<file path="src/rtl/fnv_pkg.sv">
// Shared types and constants for the FNV-1a hasher and its byte-serial read-back path.
package fnv_pkg;

  typedef enum logic [1:0] {
    IDLE = 2'd0,
    SEND = 2'd1,
    DONE = 2'd2
  } tx_state_e;

  localparam logic [31:0] FNV_OFFSET_BASIS = 32'h811C9DC5;
  localparam logic [31:0] FNV_PRIME        = 32'h01000193;
  localparam int unsigned HASH_BYTES       = 4;

  // XOR of the four bytes of a 32-bit word; used as the frame checksum byte.
  function automatic logic [7:0] xor_fold32(input logic [31:0] v);
    return v[31:24] ^ v[23:16] ^ v[15:8] ^ v[7:0];
  endfunction

endpackage

</file>
<file path="src/rtl/fnv_hash_tx.sv">
// Snapshots a 32-bit hash on start and streams it out as bytes over valid/ready.
// Define HASH_TX_CHECKSUM_EN to append an XOR checksum byte to every frame.
module fnv_hash_tx
  import fnv_pkg::*;
#(
  parameter bit          MsbFirst  = 1'b1,
  parameter int unsigned HashBytes = HASH_BYTES
) (
  input  logic        clk,
  input  logic        rst_n,
  input  logic [31:0] hash_in,
  input  logic        start,
  input  logic        abort,
  output logic [7:0]  tx_data,
  output logic        tx_valid,
  input  logic        tx_ready,
  output logic        busy,
  output logic        done
);

`ifdef HASH_TX_CHECKSUM_EN
  localparam int unsigned FrameBytes = HashBytes + 1;
`else
  localparam int unsigned FrameBytes = HashBytes;
`endif
  localparam int unsigned ShW     = 8 * FrameBytes;
  localparam logic [2:0]  LastIdx = 3'(FrameBytes - 1);

  tx_state_e        state_q, state_d;
  logic [ShW-1:0]   sh_q, sh_d;
  logic [2:0]       cnt_q, cnt_d;
  logic [ShW-1:0]   load_c;
  logic [7:0]       head_c;

  // Frame image laid out so the first byte to send sits at the outgoing end.
`ifdef HASH_TX_CHECKSUM_EN
  assign load_c = MsbFirst ? ShW'({hash_in, xor_fold32(hash_in)})
                           : ShW'({xor_fold32(hash_in), hash_in});
`else
  assign load_c = ShW'(hash_in);
`endif

  assign head_c = MsbFirst ? sh_q[ShW-1 -: 8] : sh_q[7:0];

  always_ff @(posedge clk) begin
    if (!rst_n) begin
      state_q <= IDLE;
      sh_q    <= '0;
      cnt_q   <= '0;
    end else begin
      state_q <= state_d;
      sh_q    <= sh_d;
      cnt_q   <= cnt_d;
    end
  end

  always_comb begin
    state_d = state_q;
    sh_d    = sh_q;
    cnt_d   = cnt_q;
    unique case (state_q)
      IDLE: begin
        if (start && !abort) begin
          sh_d    = load_c;
          cnt_d   = '0;
          state_d = SEND;
        end
      end
      SEND: begin
        // A transfer coinciding with abort still consumes the byte.
        if (tx_ready) begin
          sh_d  = MsbFirst ? (sh_q << 8) : (sh_q >> 8);
          cnt_d = cnt_q + 3'd1;
          if (cnt_q == LastIdx) state_d = DONE;
        end
        if (abort) state_d = IDLE;
      end
      DONE: state_d = IDLE;
      default: state_d = IDLE;
    endcase
  end

  assign tx_valid = (state_q == SEND);
  assign tx_data  = tx_valid ? head_c : 8'h00;
  assign busy     = (state_q != IDLE);
  assign done     = (state_q == DONE);

endmodule

</file>
<file path="config.mk">
export PLATFORM = sky130hd
export DESIGN_NAME = fnv_hash_tx
export DESIGN_NICKNAME = d
export VERILOG_FILES = /design/src/rtl/fnv_pkg.sv /design/src/rtl/fnv_hash_tx.sv
export SDC_FILE = /design/constraint.sdc
export NUM_CORES = 1
export LEC_CHECK = 0
export ABC_AREA = 1
export CORE_UTILIZATION = 45
export CTS_CLUSTER_DIAMETER = 60
export DETAILED_ROUTE_END_ITERATION = 7
export PLACE_DENSITY = 0.8
export SETUP_SLACK_MARGIN = 0.2
export SLEW_MARGIN = 20
export SYNTH_ARGS = -nofsm -noshare
export SYNTH_HDL_FRONTEND = slang
export SYNTH_SLANG_ARGS = --single-unit
export TNS_END_PERCENT = 20
</file>
<file path="constraint.sdc">
create_clock -name clk -period 1.1 [get_ports clk]
set_input_delay 0.11 -clock clk [delete_from_list [all_inputs] [get_ports clk]]
set_output_delay 0.11 -clock clk [all_outputs]
set_load 0.01 [all_outputs]
</file>
==> results list, run 1 <==
- Port Buffer Count: 47
- Dividing the detail-routed wire length by the instance count gives 13.7 µm.
- Clock Sink Count: 37
* Launching element of the worst setup path: state_q[0]
* Top delay family on crit path: flip-flops
* Root Buffer Master: clkbuf_8
- Worst clock skew: 4.86 ps
* Cell area power density: 1090 nW/µm²
- Static timing analysis puts the maximum clock frequency at 0.783 GHz.
* Setup slack of the critical path after layout: -177 ps
- The initial utilization of the core area, before any placement, comes to 0.474.
- The checks that failed: setup timing.
* Latest clock arrival within the worst-skew pair: 290 ps
- The floorplan step defined a core boundary enclosing 4410 µm².
* Mean post-synth cell area: 6.21 µm²
* Nets: 448
- Maxcap violations: 0
- Of all nets on the critical path, the largest fanout is 6.
- STA classifies the critical path endpoint as an output port.
* Count of unique library cells instantiated by Yosys: 20
- The share of total power dissipated in sequential elements is 0.429.
* Final antenna-violating net count: 0
* Proportion of synthesized chip area in sequential cells: 0.354
* Combinational share of power: 0.267
* Maximum number of pins on one net before global-route repair: 25
* Synthesized instance count: 337
* Sum of routed wire length over all layers: 6330 µm
- Actual transition at the worst max-transition pin: 246 ps
- Of the cells placed in the final design, the portion with a size suffix greater than 1 is 0.278.
- Counting both buffers and inverters, the worst setup path holds a total of 4.
- Commonest cells after routing, fill and taps aside: nand2_1 (102), nor2_1 (51), inv_1 (38), clkdlybuf4s50_1 (36), dfxtp_1 (35)
- Post-placement worst setup slack: -264 ps
* Maximum clock path buffer count: 2
- RD Place Congestion: 0.781
* Post-route cell area: 3190 µm²
* Post-Route Hold Slack: 412 ps
- Overall power consumption after layout is estimated at 0.00347 W.
- Summing all placed instances gives a cell area of 2720 µm².
- Clock-pin slew was measured on the worst setup and hold paths at 70 ps.
- The worst pin sits at a relative slew slack of 0.836.
- STA classifies the critical path startpoint as a flip-flop.
- Startpoint of the most critical hold path: abort
- Hold repair after CTS inserted 0 buffers.
* Beginning of the worst register-to-register path: state_q[0]
- Leakage power total: 1.57 nW
- Count of boundary I/O pins: 48
- Total clock buffers created by CTS: 5
- Vias in the first global route: 2157
* Detailed router's first-iteration violation count: 165
- Total number of vias: 2321
* Setup repair after global routing missed its margin: yes
* Area growth from synthesis to layout: 52.4%
- Data arrival at the endpoint of the critical path: 1170 ps
- Die area: 4930 µm²
- Internal power comes to 0.00247 W.
* TritonCTS clock tree: yes
- Cell area after technology mapping: 2090 µm²
- Req. time, crit path: 990 ps
- The count of final max-slew check failures came to 0.
- Number of nets in the synthesized netlist: 376
- The critical path goes through buf_6, inv_4, nor2_4, buf_12, buf_6.
- On the critical path, the stage with the largest delay is an instance of dfxtp_4.
- The first global-routing pass estimated 9160 µm of wire.
* Path class of the lowest-slack min-delay path: in -> reg
- The flow ran to the end, but the final reports show violations.
- Placed wire-length estimate: 3340 µm
- Chip Height: 70.2 µm
- Ratio of routed vias to standard cells: 5.02
- IR analysis of the VDD net gives a maximum drop of 0.814 mV.
- Final antenna diode count: 0
- FP Rows: 24
- The pre-antenna-repair detailed-routing pass consisted of 5 iterations.
- By startpoint and endpoint, the worst setup path is classified as reg -> out.
- Fraction of power spent switching nets: 0.290
- Accumulated negative setup slack: -5600 ps
* Relative contribution of the clock network to total power: 0.304
- Net load switching power: 0.00101 W
* Most common cell after layout, fill and taps aside: nand2_1
- Crit-path max cell delay: 380 ps
- Min cycle time layout: 1280 ps
- Final period util: 1.16
* Horiz. Die Dim: 70.2 µm
- In the global route stage, overall resource usage came out at 0.235.
- Setup violations remaining at the end of the flow were counted as 47.
* Most Frequent Cell on Critical Path: buf_6
- The clock tree synthesis step divided the H-tree into 2 levels.
- After global routing the overflow that remains totals 0.
- The initial antenna violation count is 0.
- Yosys warning count: 0
- Hold Fails Final Rpt: 0
* DRC Markers: 0
- In this run, synthesis produced a sequential element count of 37.
per-stage QoR:
step | util | instances
final | 0.723 | 462
after global routing | 0.723 | 462
after CTS | 0.674 | 455
after detailed placement | 0.617 | 440
after global placement | 0.617 | 440
after floorplan | - | 337
metal layers:
| layer | global-route usage | share of wire | vias to the layer above | routed length (µm) |
|---|---|---|---|---|
| met5 | 0 | 0 | - | 0 |
| met4 | 0.0689 | 0.032 | 0 | 205 |
| met3 | 0.0592 | 0.076 | 34 | 482 |
| met2 | 0.423 | 0.50 | 120 | 3190 |
| met1 | 0.271 | 0.39 | 1007 | 2450 |
| li1 | - | - | 1160 | - |
final cells by class:
type	count	area, µm²
clock inverter	1	5.00
fill	325	1220
sequential	37	746
inverter	40	155
tap	52	65.1
multi-input combinational	241	1220
clock buffer	7	96.3
timing repair buffer	84	901
registers in the layout (all words and copies together) (netlist names):
signal,count
cnt_q,3
state_q,2
sh_q,32
Yosys cell counts:
cell,n,area [µm²]
nor2_4,1,11.3
nand4_1,1,6.26
nand3b_1,1,7.51
dfxtp_1,37,741
nand2_2,2,12.5
a21oi_1,11,55.1
nor4_1,1,6.26
buf_2,4,20.0
nand2_4,1,11.3
buf_6,9,101
clkbuf_1,3,11.3
nor2_2,12,75.1
nand3_2,1,10.0
buf_4,3,22.5
inv_2,2,7.51
nor2_1,60,225
nand2_1,111,417
inv_1,38,143
nand3_1,37,185
ha_1,2,25.0
power groups by stage:
stage                     registers (W)  logic (W)  clock network, W
final                           0.00149   0.000926           0.00106
after floorplan                 0.00150   0.000474                 0
after global routing            0.00150    0.00102           0.00112
after CTS                       0.00148   0.000798           0.00106
after global placement          0.00151   0.000713                 0
after detailed placement        0.00151   0.000729                 0
timing repair:
| item | in CTS | in global routing |
|---|---|---|
| pin swaps | 8 | 28 |
| resized for setup | 70 | 27 |
| gates cloned | 1 | 3 |
| hold endpoints to repair | 0 | 0 |
| setup endpoints to repair | 48 | 48 |
| setup buffers | 6 | 4 |
worst paths after layout:
| kind | to | slack (ps) | cells past startpoint |
|---|---|---|---|
| setup / recovery | tx_valid | -180 | 5 |
| hold / removal | state_q[1] | 410 | 2 |
| setup reg to reg | state_q[0] | -170 | 8 |
| hold reg to reg | sh_q[7] | 480 | 2 |
cells by family (layout without fill, tap and decap cells):
logic type	count (synthesis)	after routing	synth area share
AO/OA/AOI/OAI	11	11	0.0263
flip-flops	37	37	0.354
AND/OR/NAND/NOR	228	228	0.462
adder cells (fa/ha/maj)	2	2	0.0120
buffers and inverters	59	132	0.146
No activity file was read; power rests on OpenSTA's default activity.
==> inputs of run 2 (changes only) <==
--- a/config.mk
+++ b/config.mk
@@ -6,9 +6,12 @@
 export NUM_CORES = 1
 export LEC_CHECK = 0
 export ABC_AREA = 1
-export CORE_UTILIZATION = 45
+export CELL_PAD_IN_SITES_DETAIL_PLACEMENT = 0
+export CELL_PAD_IN_SITES_GLOBAL_PLACEMENT = 1
+export CORE_UTILIZATION = 31
 export CTS_CLUSTER_DIAMETER = 60
 export DETAILED_ROUTE_END_ITERATION = 7
+export GPL_ROUTABILITY_DRIVEN = 1
 export PLACE_DENSITY = 0.8
 export SETUP_SLACK_MARGIN = 0.2
 export SLEW_MARGIN = 20
==> results list, run 2 (synthesized netlist as in run 1, its figures left out) <==
- Status: finished with violations
- The checks that failed: DRC, setup timing.
- Final antenna-violating net count: 0
- For this run, the post-layout net count is 450.
- Crit path buffers/inverters: 3
- sh_q holds more flip-flops than any other register.
- Data arrives at the worst endpoint at 1140 ps.
- Most common cell after layout, fill and taps aside: nand2_1
* Antenna violations before repair: 0
- Dividing the final minimum period by the clock period gives 1.14.
* Ratio of routed vias to standard cells: 4.41
- Total number of vias: 2154
- Critical setup path kind: reg -> out
* Path class of the lowest-slack min-delay path: in -> reg
* Post-CTS Hold Fix Bufs: 0
- Walking the worst path, the cells encountered are buf_6, nor2_4, buf_12, buf_6.
* Area growth from synthesis to layout: 57.3%
- FP Rows: 29
- For the pin with the worst max-slew slack, the measured transition is 222 ps.
* Count of boundary I/O pins: 48
- In this run the deepest clock path goes through 2 buffers.
- The number of global-route vias before repair was 2056.
* Hold Fails Final Rpt: 0
- Drt first pass iters: 6
* Horiz. Die Dim: 84.2 µm
- RD Place Congestion: 0.706
- Entering global routing, the biggest net connects 27 pins.
- For the final database, setup skew stands at 10.4 ps.
- The first routing iteration left 79 violations.
* Core area: 6420 µm²
- The number of antenna diodes in the final layout is 0.
- Number of levels the H-tree was split into: 2
- For this design, the sink count on the clock tree is 37.
* Initial core utilization: 0.326
* Setup Viol. Count Final: 47
- Total clock buffers created by CTS: 5
- After detailed routing, the number of remaining DRC violations is 10.
* Max-slew headroom: 0.852
- The analysis attributes to cell leakage a power of 1.62 nW.
- Clock tree synthesis selected as its root buffer the cell clkbuf_8.
- Most Frequent Cell on Critical Path: buf_6
- Final-report max-slew violation count: 0
- Setup crit end kind: output port
- Cell area power density: 1080 nW/µm²
* Crit-path max cell delay: 370 ps
- Commonest cells after routing, fill and taps aside: nand2_1 (103), nor2_1 (52), inv_1 (38), clkdlybuf4s50_1 (36), dfxtp_1 (34)
- Summed over all nets, the half-perimeter wirelength after detailed placement is 3360 µm.
- Setup slack of the critical path after layout: -153 ps
- The worst setup path is launched from a flip-flop.
- Along the worst path, the maximum fanout reaches 5.
- Setup repair after global routing could not meet its margin everywhere.
* Post-detailed-route wirelength per cell: 12.2 µm
- The register with the most flip-flops in the layout has 32 of them.
* Max Fclk: 0.798 GHz
* Top delay family on crit path: flip-flops
* Maximum vdd drop: 0.535 mV
- The largest registers in the layout are sh_q: 32 flops, cnt_q: 3 flops, state_q: 2 flops.
* Chip Height: 84.2 µm
* Port Buffer Count: 47
- Maxcap violations: 0
* Latest clock arrival within the worst-skew pair: 300 ps
- Of the cells placed in the final design, the portion with a size suffix greater than 1 is 0.270.
- TritonCTS clock tree: yes
* Req. time, crit path: 990 ps
- GRT Util Overall: 0.165
* Die area: 7090 µm²
- Measured on the finished design, the core utilization comes to 0.513.
- Post-Route Hold Slack: 423 ps
- The final layout contains routed wiring with a total length of 5960 µm.
* Min cycle time layout: 1250 ps
- First-pass GRT wire length: 9310 µm
- Final Power: 0.00355 W
- Worst-path cell with the longest stage delay: dfxtp_4
- Global routing finished with a remaining overflow of 0.
* Clock-pin transition on the worst setup and hold timing paths: 70 ps
run 2: cell count changes in the layout (fill, tap and decap cells not counted), moves of 2 or more:
cell / delta
nand2_4: +3
buf_6: +2
nand3_1: +2
a21oi_2: -2
nor2_4: -2
nand2_2: -3
clkbuf_8: -2
buf_4: -5
a21oi_1: +2
nand3_2: -2
clkbuf_16: +3
run 2: what timing repair did:
item                                    in CTS  in global routing
buffers inserted                             4                  2
gates resized for setup                     70                 28
cloned                                       2                  7
endpoints found under the setup margin      48                 48
pin swaps                                    8                 23
run 2: routing by layer:
metal  GRT usage  vias to the layer above  part of all wire
li1            -                     1164                 -
met1       0.212                      918              0.48
met2       0.279                       62              0.45
met3      0.0364                       10             0.056
met4      0.0423                        0             0.017
met5           0                        -                 0
run 2: final timing paths:
| kind | start | endpoint | slack (ps) | depth (start not counted) |
|---|---|---|---|---|
| setup / recovery | state_q[1] | tx_valid | -150 | 4 |
| hold / removal | abort | state_q[1] | 420 | 2 |
| hold reg to reg | sh_q[2] | sh_q[2] | 470 | 2 |
| setup reg to reg | state_q[0] | sh_q[8] | -140 | 9 |
run 2: final cells by class:
| type | instances | area, µm² |
|---|---|---|
| clock buffers | 5 | 68.8 |
| clock inverters | 2 | 35.0 |
| fillers | 660 | 3130 |
| inverters | 40 | 160 |
| multi-input cells | 242 | 1220 |
| flip-flops and latches | 37 | 749 |
| well taps | 77 | 96.3 |
| repair buffers | 85 | 966 |
run 2: report_power, final:
group / switching (W) / internal, W
Sequential: 0.0000444 / 0.00143
Clock: 0.000490 / 0.000659
Combinational: 0.000444 / 0.000475
run 2: metrics by stage:
stage	area [µm²]	std cells	worst slack [ps]	TNS, ps
5_1_grt	3290	488	-213	-7600
3_3_place_gp	2770	466	-258	-9950
3_5_place_dp	2770	466	-269	-10370
4_1_cts	3000	479	-114	-4190
2_1_floorplan	2140	337	-17.1	-117
6_report	3290	488	-153	-4630
